<file path="src/rtl/decoder_slot_arbiter.sv">
// Round-robin arbiter sharing one 16-way one-hot select bus among 16 requesters,
// with per-grant hold timeout and a post-grant turnaround gap.
module decoder_slot_arbiter #(
   parameter int MAX_HOLD   = 200,
   parameter int HOLD_W     = 8,
   parameter int GAP_CYCLES = 1
) (
   input  logic        clk,
   input  logic        rst,
   input  logic        en,
   input  logic [15:0] req,
   output logic        gnt_valid,
   output logic [3:0]  gnt_idx,
   output logic [15:0] gnt_onehot,
   output logic        timeout,
   output logic        busy
);

   localparam int GAP_W = (GAP_CYCLES < 2) ? 1 : $clog2(GAP_CYCLES + 1);
   localparam logic [HOLD_W-1:0] MAX_HOLD_C = HOLD_W'(MAX_HOLD);
   localparam logic [GAP_W-1:0]  GAP_C      = GAP_W'(GAP_CYCLES);

   typedef enum logic [1:0] {
      S_IDLE,
      S_GRANT,
      S_GAP
   } state_t;

   state_t              state_q, state_d;
   logic [3:0]          ptr_q, ptr_d;
   logic [HOLD_W-1:0]   hold_q, hold_d;
   logic [GAP_W-1:0]    gap_q, gap_d;
   logic                valid_q, valid_d;
   logic [3:0]          idx_q, idx_d;
   logic                timeout_q, timeout_d;
   logic                busy_q, busy_d;

   logic                win_found;
   logic [3:0]          win_idx;
   logic [3:0]          cand;

   function automatic logic [15:0] decoder_4_16(input logic [3:0] idx);
      return 16'h0001 << idx;
   endfunction

   // Scan from the highest offset down so the slot closest to ptr wins.
   always_comb begin
      win_found = 1'b0;
      win_idx   = ptr_q;
      cand      = ptr_q;
      for (int k = 15; k >= 0; k--) begin
         cand = ptr_q + 4'(k);
         if (req[cand]) begin
            win_found = 1'b1;
            win_idx   = cand;
         end
      end
   end

   always_comb begin
      state_d   = state_q;
      ptr_d     = ptr_q;
      hold_d    = hold_q;
      gap_d     = gap_q;
      valid_d   = valid_q;
      idx_d     = idx_q;
      timeout_d = 1'b0;
      case (state_q)
         S_IDLE: begin
            if (en && win_found) begin
               state_d = S_GRANT;
               idx_d   = win_idx;
               valid_d = 1'b1;
               hold_d  = HOLD_W'(1);
            end
         end
         S_GRANT: begin
            // Release takes precedence over a timeout falling on the same edge.
            if (!req[idx_q]) begin
               state_d = S_GAP;
               valid_d = 1'b0;
               ptr_d   = idx_q + 4'd1;
               gap_d   = GAP_W'(1);
            end else if ((MAX_HOLD != 0) && (hold_q == MAX_HOLD_C)) begin
               state_d   = S_GAP;
               valid_d   = 1'b0;
               ptr_d     = idx_q + 4'd1;
               gap_d     = GAP_W'(1);
               timeout_d = 1'b1;
            end else if (hold_q != '1) begin
               hold_d = hold_q + HOLD_W'(1);
            end
         end
         S_GAP: begin
            if (gap_q >= GAP_C) begin
               state_d = S_IDLE;
            end else begin
               gap_d = gap_q + GAP_W'(1);
            end
         end
         default: begin
            state_d = S_IDLE;
            valid_d = 1'b0;
         end
      endcase
      busy_d = (state_d != S_IDLE);
   end

   always_ff @(posedge clk or posedge rst) begin
      if (rst) begin
         state_q   <= S_IDLE;
         ptr_q     <= 4'd0;
         hold_q    <= '0;
         gap_q     <= '0;
         valid_q   <= 1'b0;
         idx_q     <= 4'd0;
         timeout_q <= 1'b0;
         busy_q    <= 1'b0;
      end else begin
         state_q   <= state_d;
         ptr_q     <= ptr_d;
         hold_q    <= hold_d;
         gap_q     <= gap_d;
         valid_q   <= valid_d;
         idx_q     <= idx_d;
         timeout_q <= timeout_d;
         busy_q    <= busy_d;
      end
   end

   assign gnt_valid  = valid_q;
   assign gnt_idx    = idx_q;
   assign gnt_onehot = valid_q ? decoder_4_16(idx_q) : 16'h0000;
   assign timeout    = timeout_q;
   assign busy       = busy_q;

endmodule

</file>
<file path="config.mk">
export PLATFORM = sky130hd
export DESIGN_NAME = decoder_slot_arbiter
export DESIGN_NICKNAME = d
export VERILOG_FILES = /design/src/rtl/decoder_slot_arbiter.sv
export SDC_FILE = /design/constraint.sdc
export NUM_CORES = 1
export LEC_CHECK = 0
export CAP_MARGIN = 15
export CORE_ASPECT_RATIO = 1.25
export CORE_MARGIN = 2
export CORE_UTILIZATION = 52
export CTS_CLUSTER_DIAMETER = 120
export DETAILED_ROUTE_END_ITERATION = 6
export GPL_TIMING_DRIVEN = 0
export PLACE_DENSITY = 0.9
export SETUP_SLACK_MARGIN = 0.15
export SYNTH_ARGS = -nofsm -noshare
export SYNTH_HDL_FRONTEND = slang
export SYNTH_SLANG_ARGS = --single-unit
</file>
<file path="constraint.sdc">
create_clock -name clk -period 4.3 [get_ports clk]
set_clock_uncertainty 0.2 [all_clocks]
set_input_delay 1.075 -clock clk [delete_from_list [all_inputs] [get_ports clk]]
set_output_delay 1.075 -clock clk [all_outputs]
set_load 0.01 [all_outputs]
</file>
-- Word-level counts from Yosys, hierarchy flattened
Cells that the tools add are included.
Widths: inputs -> output; s select.
- add/subtract/negate cells: 18
- multiply operators: 0
- div/mod/pow operators: 0
- order comparisons: 18
- equality and inequality tests: 11
- shifts and indexed selects: 1
- mux-type cells: 90
- bitwise logic cells: 1
- reduce and logical (&&, ||, !) cells: 10
- operator list (kind ; count):
    $lt 4x5->1 const B ; 17
    $mux 4 ; 18
    $bmux 1 s4 ; 17
    $mux 1 ; 42
    $add 4x4->4 const B ; 8
    $mux 8 ; 4
    $add 4x3->4 const B ; 4
    $mux 16 ; 1
    $pmux 8 s2 ; 1
    $shl 1x4->16 const A ; 1
    $ne 2x2->1 const B ; 5
    $add 4x1->4 const B ; 2
    $add 4x2->4 const B ; 2
    $add 8x1->8 const B ; 1
    $eq 8x8->1 const B ; 1
    $mux 2 ; 4
    $ne 8x8->1 const B ; 1
    $pmux 2 s3 ; 1
    $reduce_and 3->1 ; 2
    $reduce_bool 2->1 ; 3
    $reduce_and 5->1 ; 1
    $reduce_and 2->1 ; 2
    $ne 3x3->1 const B ; 1
    $pmux 1 s3 ; 1
    9 further kinds ; 9
- register bits: 22
- latch bits: 0
- memory bits (writable): 0
- ROM bits: 0
- bits of input ports: 19
- output and inout port bits: 23
- logic and storage cells: 157
- memories: 0

-- Depth between registers and ports, before layout
- depth after elaboration: 23
- depth in mapped cells: 15
- mapped depth without buffers: 11

-- Worst setup path before layout
No wires, ideal clock.
- path type: reg2reg
- from: reg ptr_q[1]
- to: reg busy_q, in the netlist busy
- arrival: 4.128 ns
- data required time: 3.976 ns
- setup slack: -0.152 ns
- stages on the path, launching flop included: 14
- buffers on the path: 5
- period minus slack after synthesis: 4.452 ns
- path through: dfrtp_1 buf_6 clkbuf_1 clkinv_1 ha_1 clkbuf_1 clkbuf_1 mux4_2 mux4_2 or4_1 o311a_1 buf_6 nand2b_4 or2_1
- word-level cells in the longest chain between the ends: 23
- elaborated cells on any way between the ends: 67
- RTL lines (what ; line ; RTL):
    start: declaration ; 30 ; logic [3:0] ptr_q, ptr_d;
    start signal: assignment ; 121 ; ptr_q <= ptr_d;
    $add 4x4->4 ; 52 ; cand = ptr_q + 4'(k);
    $bmux 1 s4 ; 53 ; if (req[cand]) begin
    $mux 1 (not written as such) ; 53 ;
    $mux 1 (15 in series) ; 53 ;
    $mux 1 * ; 53 ;
    $logic_and 1x1->1 * ; 70 ; if (en && win_found) begin
    $mux 2 * ; 70 ;
    $pmux 2 s3 * ; 68 ; case (state_q)
    via state_d[0] ; 29 ; state_t state_q, state_d;
    $reduce_bool 2->1 * ; 106 ; busy_d = (state_d != S_IDLE);
    via busy_d ; 36 ; logic busy_q, busy_d;
    end signal: assignment ; 127 ; busy_q <= busy_d;
    end: declaration ; 36 ;
The timed path passes the listed nets; every way through them passes the cells marked *. The select of a mux whose other input is x is not followed.
A chain may end at the register's enable or synchronous reset.

-- Final worst setup path
- from: reg ptr_q[1]
- to: reg valid_q, in the netlist gnt_valid
- word-level cells in the longest chain between the ends: 22
- elaborated cells on any way between the ends: 66
- RTL lines (what ; line ; RTL):
    $add 4x4->4 ; 52 ;
    $bmux 1 s4 ; 53 ;
    $mux 1 (not written as such) ; 53 ;
    $mux 1 (15 in series) ; 53 ;
    $mux 1 * ; 53 ;
    $logic_and 1x1->1 * ; 70 ;
    $ne 2x2->1 (no source line) * ; n/a ;
    $reduce_and 3->1 (no source line) * ; n/a ;
    end signal: assignment ; 124 ; valid_q <= valid_d;
    end: declaration ; 33 ; logic valid_q, valid_d;
Mark *: on every way between the ends. The rest lies on a longest branch, timed or not. The select of a mux whose other input is x is not followed.

==> out/qor.log <==
[clock_network] Clock transition at path regs 0.08 ns
[timing] final critical path time including I/O delays and setup 4.06 ns
[grt] GRT Util Overall 0.289
[logic_synthesis] FFs w/ async S/R, synth 1.00
[cells_and_area] diode count 0
[routing] wire length after detailed routing 10.5 mm
[clock_network] cts hold-fix bufs 0
[logic_synthesis] cells after synthesis 364
[cells_and_area] fraction of final layout cells sized beyond drive strength 1 0.222
[logic_synthesis] adder-cell share of the synthesized area 0.0555
[logic_synthesis] dominant combinational cell family by area after synthesis multiplexers
[critical_path] worst r2r src ptr_q[1]
[clock_network] TritonCTS clock tree built
[critical_path] kind of end point of the critical path register
[placement] gp weighted congestion 1.02
[logic_synthesis] count of different cell masters after synthesis 60
[grt] global-route wire length before repair 16.7 mm
[job] max-capacitance violation count 0
[status] result of the run finished clean
[logic_synthesis] simple logic cell fraction of the synthesized area 0.180
[grt] largest net degree at the start of global routing 23
[timing] peak clock frequency supported by timing 246 MHz
[logic_synthesis] register bit total from synthesis 22
[clock_network] worst skew pair latency 0.27 ns
[timing] unrepaired setup endpoints after global routing no
[logic_synthesis] Synth Net Count 398
[timing] Max transition margin 0.395
[logic_synthesis] xor-xnor portion of the synthesized cell area 0.0488
[timing] Final Hold Vio Count 0
[logic_synthesis] cell area after synthesis 3380 µm²
[critical_path] Reg2Reg Capture Point gnt_valid
[critical_path] kind of critical path register to register
[logic_synthesis] Yosys warnings 0
[logic_synthesis] sequential share of the synthesized area 0.163
[placement] post-placement cell area 3900 µm²
[cells_and_area] number of nets at the end of the flow 467
[clock_network] number of clock buffers inserted by TritonCTS 3
[min_path] worst hold start gap_q
[grt] number of antenna violations at the first check in global routing 0
[timing] Worst Tran Pin Value 0.900 ns
[placement] total half-perimeter wirelength after legalization and detailed placement 7.74 mm
[critical_path] delay of the slowest cell on the worst path 0.58 ns
[routing] Wirelength per Cell 20.3 µm
[floorplan] I/O Pins 42
[floorplan] count of standard-cell rows 32
[critical_path] Critical Path Stages 12
[min_path] type of the worst min-delay path register to register
[cells_and_area] most frequent standard cell in the layout excluding fill and tap cells mux4_2
[logic_synthesis] ys flop type dfrtp_1
[timing] total of endpoints with negative setup slack in the final report 0
[logic_synthesis] compound-gate portion of the synthesized area 0.158
[routing] mean number of vias per cell 6.67
[critical_path] crit path cell chain buf_6, buf_8, clkinv_4, ha_1, clkbuf_4, mux4_2, mux4_2, or4_1, o311a_1, buf_6, buf_2, a21o_1
[critical_path] arrival time at the worst endpoint 4.02 ns
[routing] count of nets left with antenna violations after detail routing 0
[clock_network] CTS root buf clkbuf_8
[clock_network] clock sink total 22
[routing] Vias 3448
[critical_path] total buffers and inverters traversed by the critical path 6
[critical_path] Worst Path Required 4.26 ns
[logic_synthesis] average footprint of a synthesized cell 9.29 µm²
[cells_and_area] area added between synthesis and finish 24.9%
[floorplan] height of the chip 94.2 µm
[logic_synthesis] number of enable-type register cells in the synthesized netlist 0
[critical_path] cell family with most CP delay multiplexers
[routing] starting DRC count in detailed routing 294
[critical_path] Max stage delay cell, worst path mux4_2
[floorplan] initial core utilization 0.542
[critical_path] critical path peak fanout 11
[grt] total gr overflow 0
[critical_path] worst reg2reg setup slack 0.24 ns
[floorplan] core area 6250 µm²
[clock_network] buffer levels on the longest clock path 2
[cells_and_area] Layout Cell Area excl Fill 4230 µm²
[clock_network] number of H-tree levels 1
[timing] Pins Over Slew Limit 0
[critical_path] Startpoint Class register
[critical_path] capture point of the critical path gnt_valid
[routing] drt pass-1 iters 4
[routing] DRC errors left 0
[timing] final clock period utilization by the worst path 0.944
[logic_synthesis] post-synthesis mux area share 0.347
[critical_path] startpoint of the most critical setup path ptr_q[1]
[cells_and_area] most frequent cells in the layout mux4_2 (33), nor2_1 (29), nand2_1 (28)
[floorplan] overall die width 76.1 µm
[placement] Buffers on Ports 41
[grt] number of global-route vias before repair 3345
[critical_path] cell count of the worst reg-to-reg path 12
[floorplan] die area 7170 µm²
==> per-layer routing <==
layer  vias to the layer above  share of wire  GRT usage
met2                       217           0.51      0.542
met3                        47          0.061     0.0192
met1                      1641           0.37      0.331
met4                         0          0.054      0.152
met5                         -              0          0
li1                       1543              -          -
==> worst register-to-register path, stage by stage, from the launching register on <==
cell,delay (ns)
dfrtp_2,0.42
buf_6,0.15
buf_8,0.16
clkinv_4,0.13
ha_1,0.29
clkbuf_4,0.20
mux4_2,0.42
mux4_2,0.58
or4_1,0.51
o311a_1,0.38
buf_6,0.14
buf_2,0.19
a21o_1,0.18
==> flip-flops by register name, summed over array words and instances, names as in the netlist <==
signal / count
hold_q: 8
gnt_idx: 4
ptr_q: 4
state_q: 2
busy: 1
gap_q: 1
gnt_valid: 1
timeout: 1
==> cell type report <==
cell class | instances | area (µm²)
Sequential cell | 22 | 552
Timing Repair Buffer | 64 | 563
Buffer | 18 | 135
Tap cell | 85 | 106
Inverter | 18 | 73.8
Multi-Input combinational cell | 306 | 2730
Fill cell | 511 | 2020
Clock inverter | 1 | 30.0
Clock buffer | 3 | 41.3
==> kinds of logic (layout without fill, tap and decap cells) <==
| family | Yosys count | after routing |
|---|---|---|
| buffers and inverters | 36 | 104 |
| multiplexers | 72 | 72 |
| AND/OR/NAND/NOR | 119 | 119 |
| XOR/XNOR | 18 | 18 |
| flip-flops | 22 | 22 |
| adder cells (fa/ha/maj) | 15 | 15 |
| AO/OA/AOI/OAI | 82 | 82 |
==> cells in the mapped netlist (5+ instances only) <==
library cell  count  area, µm²
a21oi_1          23        115
a31oi_1           6       37.5
and2_1            9       56.3
and3_1           14       87.6
clkbuf_1         10       37.5
dfrtp_1          22        551
ha_1             15        188
inv_1            16       60.1
mux2_2           10        113
mux2i_1          26        260
mux4_2           33        743
nand2_1          28        105
nand3_1           9       45.0
nor2_1           29        109
o211ai_1          5       37.5
o21ai_0          15       75.1
xnor2_1           9       78.8
xor2_1            8       70.1
==> what timing repair did <==
| action | 4_1_cts | 5_1_grt |
|---|---|---|
| gates resized for setup | 36 | 6 |
| buffers inserted | 10 | 13 |
| endpoints found under the setup margin | 15 | 13 |
| pin swaps | 0 | 2 |
==> stage by stage <==
stage / utilization / instances / setup TNS [ns] / hold WS (ns) / worst slack [ns]
detailed placement: 0.625 / 490 / -6.41 / 0.268 / -0.521
CTS: 0.659 / 504 / 0 / 0.284 / 0.208
finish: 0.677 / 517 / 0 / 0.287 / 0.243
global placement: 0.625 / 490 / -5.05 / 0.253 / -0.429
floorplan: - / 364 / 0 / 0.233 / 0.191
global route: 0.677 / 517 / 0 / 0.314 / 0.151
==> how the worst min path moves through the flow <==
stage | endpoint | cells after the start
after global placement | state_q[1] | 1
final | gap_q | 1
after global routing | gap_q | 1
after detailed placement | gap_q | 1
after floorplan | state_q[1] | 1
after CTS | state_q[1] | 1
Power is left out: the tool's default activity adds up to more than one toggle a clock period on the data nets, which glitch-free logic cannot reach.
